<file path="config.mk">
export PLATFORM = sky130hd
export DESIGN_NAME = tx_param_ctrl
export DESIGN_NICKNAME = d
export VERILOG_FILES = /design/src/rtl/tx_param_ctrl.sv
export SDC_FILE = /design/constraint.sdc
export NUM_CORES = 2
export LEC_CHECK = 0
export CORE_AREA = 2 2 334 336
export DETAILED_ROUTE_END_ITERATION = 6
export DIE_AREA = 0 0 336 338
export GPL_TIMING_DRIVEN = 0
export PLACE_DENSITY_LB_ADDON = 0.12
export SLEW_MARGIN = 20
export SYNTH_ARGS = -nofsm -noshare
export SYNTH_HDL_FRONTEND = slang
export SYNTH_SLANG_ARGS = --single-unit
</file>
<file path="constraint.sdc">
create_clock -name clk -period 9.8 [get_ports clk]
set_input_delay 1.96 -clock clk [delete_from_list [all_inputs] [get_ports clk]]
set_output_delay 1.96 -clock clk [all_outputs]
set_load 0.02 [all_outputs]
</file>
<file path="src/rtl/tx_param_ctrl.sv">
// Transmitter parameter/run-control stage: host-written shadow registers, validated
// atomic commit to the active set, and the transmitter start level deferred to sinc edges.
module tx_param_ctrl #(
  parameter int ADDR_W  = 3,
  parameter int MAX_DIG = 32
) (
  input  logic              clk,
  input  logic              rst,
  input  logic              wr_en,
  input  logic [ADDR_W-1:0] wr_addr,
  input  logic [31:0]       wr_data,
  input  logic [ADDR_W-1:0] rd_addr,
  output logic [31:0]       rd_data,
  input  logic              sinc,
  output logic              start,
  output logic [31:0]       phase,
  output logic [31:0]       period,
  output logic [31:0]       prt,
  output logic [31:0]       codigo,
  output logic [31:0]       num_dig,
  output logic [31:0]       t_b,
  output logic              pending,
  output logic              cfg_err
);

  // Host port: wr_en is a single-cycle strobe with no backpressure; every strobed
  // write is taken on the rising edge it is sampled at. Reads always return, one cycle later.

  localparam int DIG_W  = $clog2(MAX_DIG + 1);
  localparam int PROD_W = 32 + DIG_W;

  localparam logic [ADDR_W-1:0] A_CTRL   = ADDR_W'(6);
  localparam logic [ADDR_W-1:0] A_STATUS = ADDR_W'(7);

  // Slot order: phase, period, prt, codigo, num_dig, t_b (matches the address map).
  localparam logic [31:0] RST_VAL [6] = '{32'h010AAAAA, 32'd25000, 32'd2500000,
                                          32'h00001F35, 32'd13, 32'd1923};

  typedef enum logic [1:0] {
    S_IDLE  = 2'b00,
    S_ARMED = 2'b01,
    S_RUN   = 2'b10,
    S_DRAIN = 2'b11
  } state_t;

  state_t      state_q, state_d;
  logic        sinc_q;
  logic        pending_q, pending_d;
  logic        cfg_err_q, cfg_err_d;
  logic [31:0] sh_q  [6];
  logic [31:0] sh_d  [6];
  logic [31:0] act_q [6];
  logic [31:0] act_d [6];
  logic [31:0] rd_q, rd_d;

  logic ctrl_wr, run_p, commit_p, stop_p, errclr_p;
  logic sedge, sh_ok, act_ok;
  logic commit_now, copy, commit_err, run_err;

  function automatic logic set_ok(input logic [31:0] ph, input logic [31:0] per,
                                  input logic [31:0] pr, input logic [31:0] nd,
                                  input logic [31:0] tb);
    logic [PROD_W-1:0] prod;
    // Only the low DIG_W bits of nd matter once nd <= MAX_DIG is known to hold.
    prod = {{DIG_W{1'b0}}, tb} * {{32{1'b0}}, nd[DIG_W-1:0]};
    return (ph != '0) && (nd != '0) && (nd <= 32'(MAX_DIG)) && (tb != '0) &&
           (prod <= {{DIG_W{1'b0}}, per}) && (per < pr);
  endfunction

  always_comb begin
    ctrl_wr  = wr_en && (wr_addr == A_CTRL);
    run_p    = ctrl_wr && wr_data[0];
    commit_p = ctrl_wr && wr_data[1];
    stop_p   = ctrl_wr && wr_data[2];
    errclr_p = ctrl_wr && wr_data[3];
    sedge    = sinc && !sinc_q;
    sh_ok    = set_ok(sh_q[0], sh_q[1], sh_q[2], sh_q[4], sh_q[5]);
    act_ok   = set_ok(act_q[0], act_q[1], act_q[2], act_q[4], act_q[5]);
  end

  always_comb begin
    for (int k = 0; k < 6; k++) begin
      sh_d[k] = sh_q[k];
      if (wr_en && (wr_addr == ADDR_W'(k))) sh_d[k] = wr_data;
    end
  end

  // Outside IDLE a commit only arms; the copy happens on the next sinc edge.
  always_comb begin
    commit_now = (state_q == S_IDLE) ? commit_p : (pending_q && sedge);
    copy       = commit_now && sh_ok;
    commit_err = commit_now && !sh_ok;
    act_d      = act_q;
    if (copy) act_d = sh_q;
  end

  always_comb begin
    state_d   = state_q;
    pending_d = pending_q;
    run_err   = 1'b0;
    if (state_q != S_IDLE) begin
      if (pending_q && sedge) pending_d = 1'b0;
      else if (commit_p)      pending_d = 1'b1;
    end
    case (state_q)
      S_IDLE: begin
        // A same-write COMMIT lands first, so RUN validates the set being committed.
        if (run_p) begin
          if (copy || act_ok) state_d = S_ARMED;
          else                run_err = 1'b1;
        end
      end
      S_ARMED: state_d = S_RUN;
      S_RUN: begin
        if (stop_p) state_d = S_DRAIN;
      end
      S_DRAIN: begin
        if (sedge) state_d = S_IDLE;
      end
      default: state_d = S_IDLE;
    endcase
    cfg_err_d = cfg_err_q;
    if (run_err || commit_err) cfg_err_d = 1'b1;
    else if (errclr_p)         cfg_err_d = 1'b0;
  end

  always_comb begin
    rd_d = '0;
    for (int k = 0; k < 6; k++) begin
      if (rd_addr == ADDR_W'(k)) rd_d = sh_q[k];
    end
    if (rd_addr == A_STATUS) rd_d = {28'b0, cfg_err_q, pending_q, state_q};
  end

  always_ff @(posedge clk or negedge rst) begin
    if (!rst) begin
      state_q   <= S_IDLE;
      sinc_q    <= 1'b0;
      pending_q <= 1'b0;
      cfg_err_q <= 1'b0;
      rd_q      <= '0;
      for (int k = 0; k < 6; k++) begin
        sh_q[k]  <= RST_VAL[k];
        act_q[k] <= RST_VAL[k];
      end
    end else begin
      state_q   <= state_d;
      sinc_q    <= sinc;
      pending_q <= pending_d;
      cfg_err_q <= cfg_err_d;
      rd_q      <= rd_d;
      for (int k = 0; k < 6; k++) begin
        sh_q[k]  <= sh_d[k];
        act_q[k] <= act_d[k];
      end
    end
  end

  assign start   = state_q[1];
  assign phase   = act_q[0];
  assign period  = act_q[1];
  assign prt     = act_q[2];
  assign codigo  = act_q[3];
  assign num_dig = act_q[4];
  assign t_b     = act_q[5];
  assign pending = pending_q;
  assign cfg_err = cfg_err_q;
  assign rd_data = rd_q;

endmodule

</file>
==> run metrics <==
outcome complete, no violations; average vias per placed instance approximately 5.0; Yosys Warn Count 0; count of non-filler cells in the finished layout 5,165; Ports 269; sequential element share of the synthesized area about a third; total placed instance area about 37,000 um2; final critical delay including setup and external delays 9.457 ns; worst-case setup margin in the final layout ~0.34 ns; clock transition at the registers of the reported paths 0.06 ns; DRT antenna net count 0; clock tree skew after final layout roughly 0.048 ns; via count 25,790; startpoint class of the critical path register; critical path peak fanout 10; detail-routed net length per standard cell around 24 um; share of power burned in combinational logic around 60%; DRC violations left 0; number of synthesized register bits between 400 and 500; synthesized net count around 3,800; antenna violations before repair 14; total power just under 0.01 W; P_int approximately 0.0053 W; starting density of the core between 20 and 30%; # nets final approximately 4,100; switching power roughly 0.0046 W; worst relative slew slack 20.47%; fraction of power consumed by sequential logic ~22%; maximum number of buffers from clock root to sink 3; type of the worst setup path register to register; slew at the pin with the worst max-slew slack about 1.2 ns; placer congestion estimate roughly 0.88; type of destination of the critical path register; PD cells ~250 nW/um2; drt pass-1 iters 5; switching part of the total ~47%; wire length of the first global-routing pass 184,100 um; longest individual stage delay on the worst path roughly 0.56 ns; number of rows in the core area 122; Area growth, synth to finish 19.58%; class of the worst hold path register to register; die area between 100,000 and 150,000 um2; main flop type after synthesis dfrtp_1; fin crit share 96.50%; post-placement worst setup slack ~0.038 ns; Die Y-Extent 338 um; number of global-route vias before repair 26,540; count of maximum capacitance violations 0; clock tree from TritonCTS built; power share of the clock group between 10% and 20%; # placed instances 5,067; Final Cell Area slightly below 40,000 um2; # clock sinks ~420; number of synthesized flops with an enable pin 0; synthesized cell area about 33,000 um2; total core area between 100,000 and 150,000 um2; number of hold violations in the final report 0; post-synthesis area per instance roughly 9.9 um2; Peak VDD IR 0.1849 mV; share of Yosys cell area claimed by the top area cell type roughly 26%; Port Buf Inserts ~270; Cells after Synth roughly 3,300; final slew viol count 0; iteration-0 DRC count of the detailed router 1,678; share of cells above drive strength 1 between 10 and 15%; clock insertion delay at the later pin of the skew report around 0.63 ns; ys async rst share between 90% and 100%; Critical-path top delay cell fa_1; die extent in x ~340 um; cell type with the largest total area after synthesis dfrtp_1; Highest Clock Rate between 100 and 150 MHz; wire length after detailed routing ~130,000 um; htree depth 2; half-perimeter wire length after detailed placement 100,200 um; gr ovfl total 0; Area contributors post-synth dfrtp_1, fa_1, ha_1, dfstp_2, mux2_2; worst endpoint data arrival time around 10 ns; Static Leak about 18 nW; maximum number of pins on one net before global-route repair 90; data required time at the worst endpoint approximately 10 ns; gr usage total between 20 and 25%; setup repair after global routing missed its margin false; library cell used as clock root buffer clkbuf_16; Num CTS Buffers 50; number of setup violations in the final report 0; number of distinct standard cells referenced by the synthesized netlist 72; count of hold-fix buffers inserted at cts 0
[metal layers]
metal  global-route usage [%]  vias to the layer above  wire length (um)
li1                         -                    11720                 -
met5                        0                        -                 0
met4                    5.419                        0              3120
met2                    35.72                      696             57840
met1                    30.78                    13250             57660
met3                    3.741                      122              7083
[cells in the mapped netlist, types with 62 or more instances]
master and count:
ha_1 221, and2_1 242, nand2_1 374, a21oi_1 107, nor2_1 82, mux2_4 80, mux2_2 157, inv_1 443
fa_1 242, dfstp_2 86, o21ai_0 175, clkbuf_1 152, a21o_1 62, dfrtp_1 335
[path summary, 6_finish.rpt]
check                               to  depth (start not counted)  startpoint  slack, ns
max in group asynchronous      t_b[10]                          3         rst       7.21
hold reg to reg                prt[13]                          2     prt[13]       0.50
min in group asynchronous  rd_data[17]                          1         rst       1.26
hold / removal                 prt[13]                          2     prt[13]       0.50
setup / recovery            period[27]                         29    sh_q[36]       0.34
setup reg to reg            period[27]                         29    sh_q[36]       0.34
[timing repair]
| action | CTS | global route |
|---|---|---|
| setup buffers | 0 | 4 |
| cloned | 0 | 0 |
| gates resized for setup | 2 | 19 |
| setup endpoints to repair | 6 | 79 |
| pin swaps | 0 | 1 |
[power by group through the flow]
stage / Combinational [W] / Clock, W / Sequential (W)
after global placement: 0.00574 / 0 / 0.00223
after global routing: 0.00649 / 0.00203 / 0.00224
after floorplan: 0.00400 / 0 / 0.00215
final: 0.00580 / 0.00193 / 0.00222
after detailed placement: 0.00578 / 0 / 0.00223
after CTS: 0.00582 / 0.00196 / 0.00220
[worst max-delay path, delay by kind of cell (launching register included)]
family                     cells  cell delay [ns]
xor gates and xnor gates       1             0.18
and+or+nand+nor                7             1.25
buffers and inverters          5             1.92
adders and majority gates      5             2.37
AOI/OAI and AO/OA             11             3.19
DFF                            1             0.32
[stage by stage]
step	TNS (ns)	utilization [%]	hold slack, ns
finish	0	35.60	0.5027
CTS	0	35.56	0.5032
detailed placement	0	34.03	0.4924
global placement	-5030.91	33.87	0.4934
floorplan	0	-	0.4934
global route	0	35.59	0.5132
[flip-flops by register name (all words and copies together) (netlist names), 2 cells and up]
name / flops
phase: 32
t_b: 32
state_q: 2
period: 32
sh_q: 192
rd_data: 32
codigo: 32
prt: 32
num_dig: 32
[cell type report]
cell class,count,area [um2]
clock inverter,18,226.5
buffer,173,733.2
inverter,443,1663
tap,1488,1862
sequential,421,10640
antenna,4,10.01
multi-input combinational,2265,19750
fill,11310,70880
clock buffer,76,1450
timing repair buffer,277,2843
[kinds of logic after synthesis]
kind of cell               Yosys count  synth area share, %
and+or+nand+nor                    933                14.36
buffers and inverters              620                7.313
AOI/OAI and AO/OA                  514                9.860
adders and majority gates          463                23.23
DFF                                421                32.48
muxes                              299                11.26
xor gates and xnor gates            56                1.497
[layout by cell type, fill, tap and decap left out, types with 17 or more instances in the layout]
master / count
dfstp_2: 86
nor2b_1: 17
nand4_1: 58
nor2_1: 82
xnor2_1: 35
clkdlybuf4s50_1: 264
xor2_1: 21
nor4_1: 51
a221oi_1: 24
nand3_1: 27
mux2_2: 157
a21oi_1: 107
inv_1: 443
a21o_1: 62
o22ai_1: 32
o21ai_0: 175
mux2_4: 80
nand2_1: 374
clkbuf_1: 153
mux2i_1: 54
nor3_1: 17
and2_1: 242
dfrtp_1: 335
ha_1: 221
clkbuf_16: 51
fa_1: 242
No activity file was read; power rests on OpenSTA's default activity.
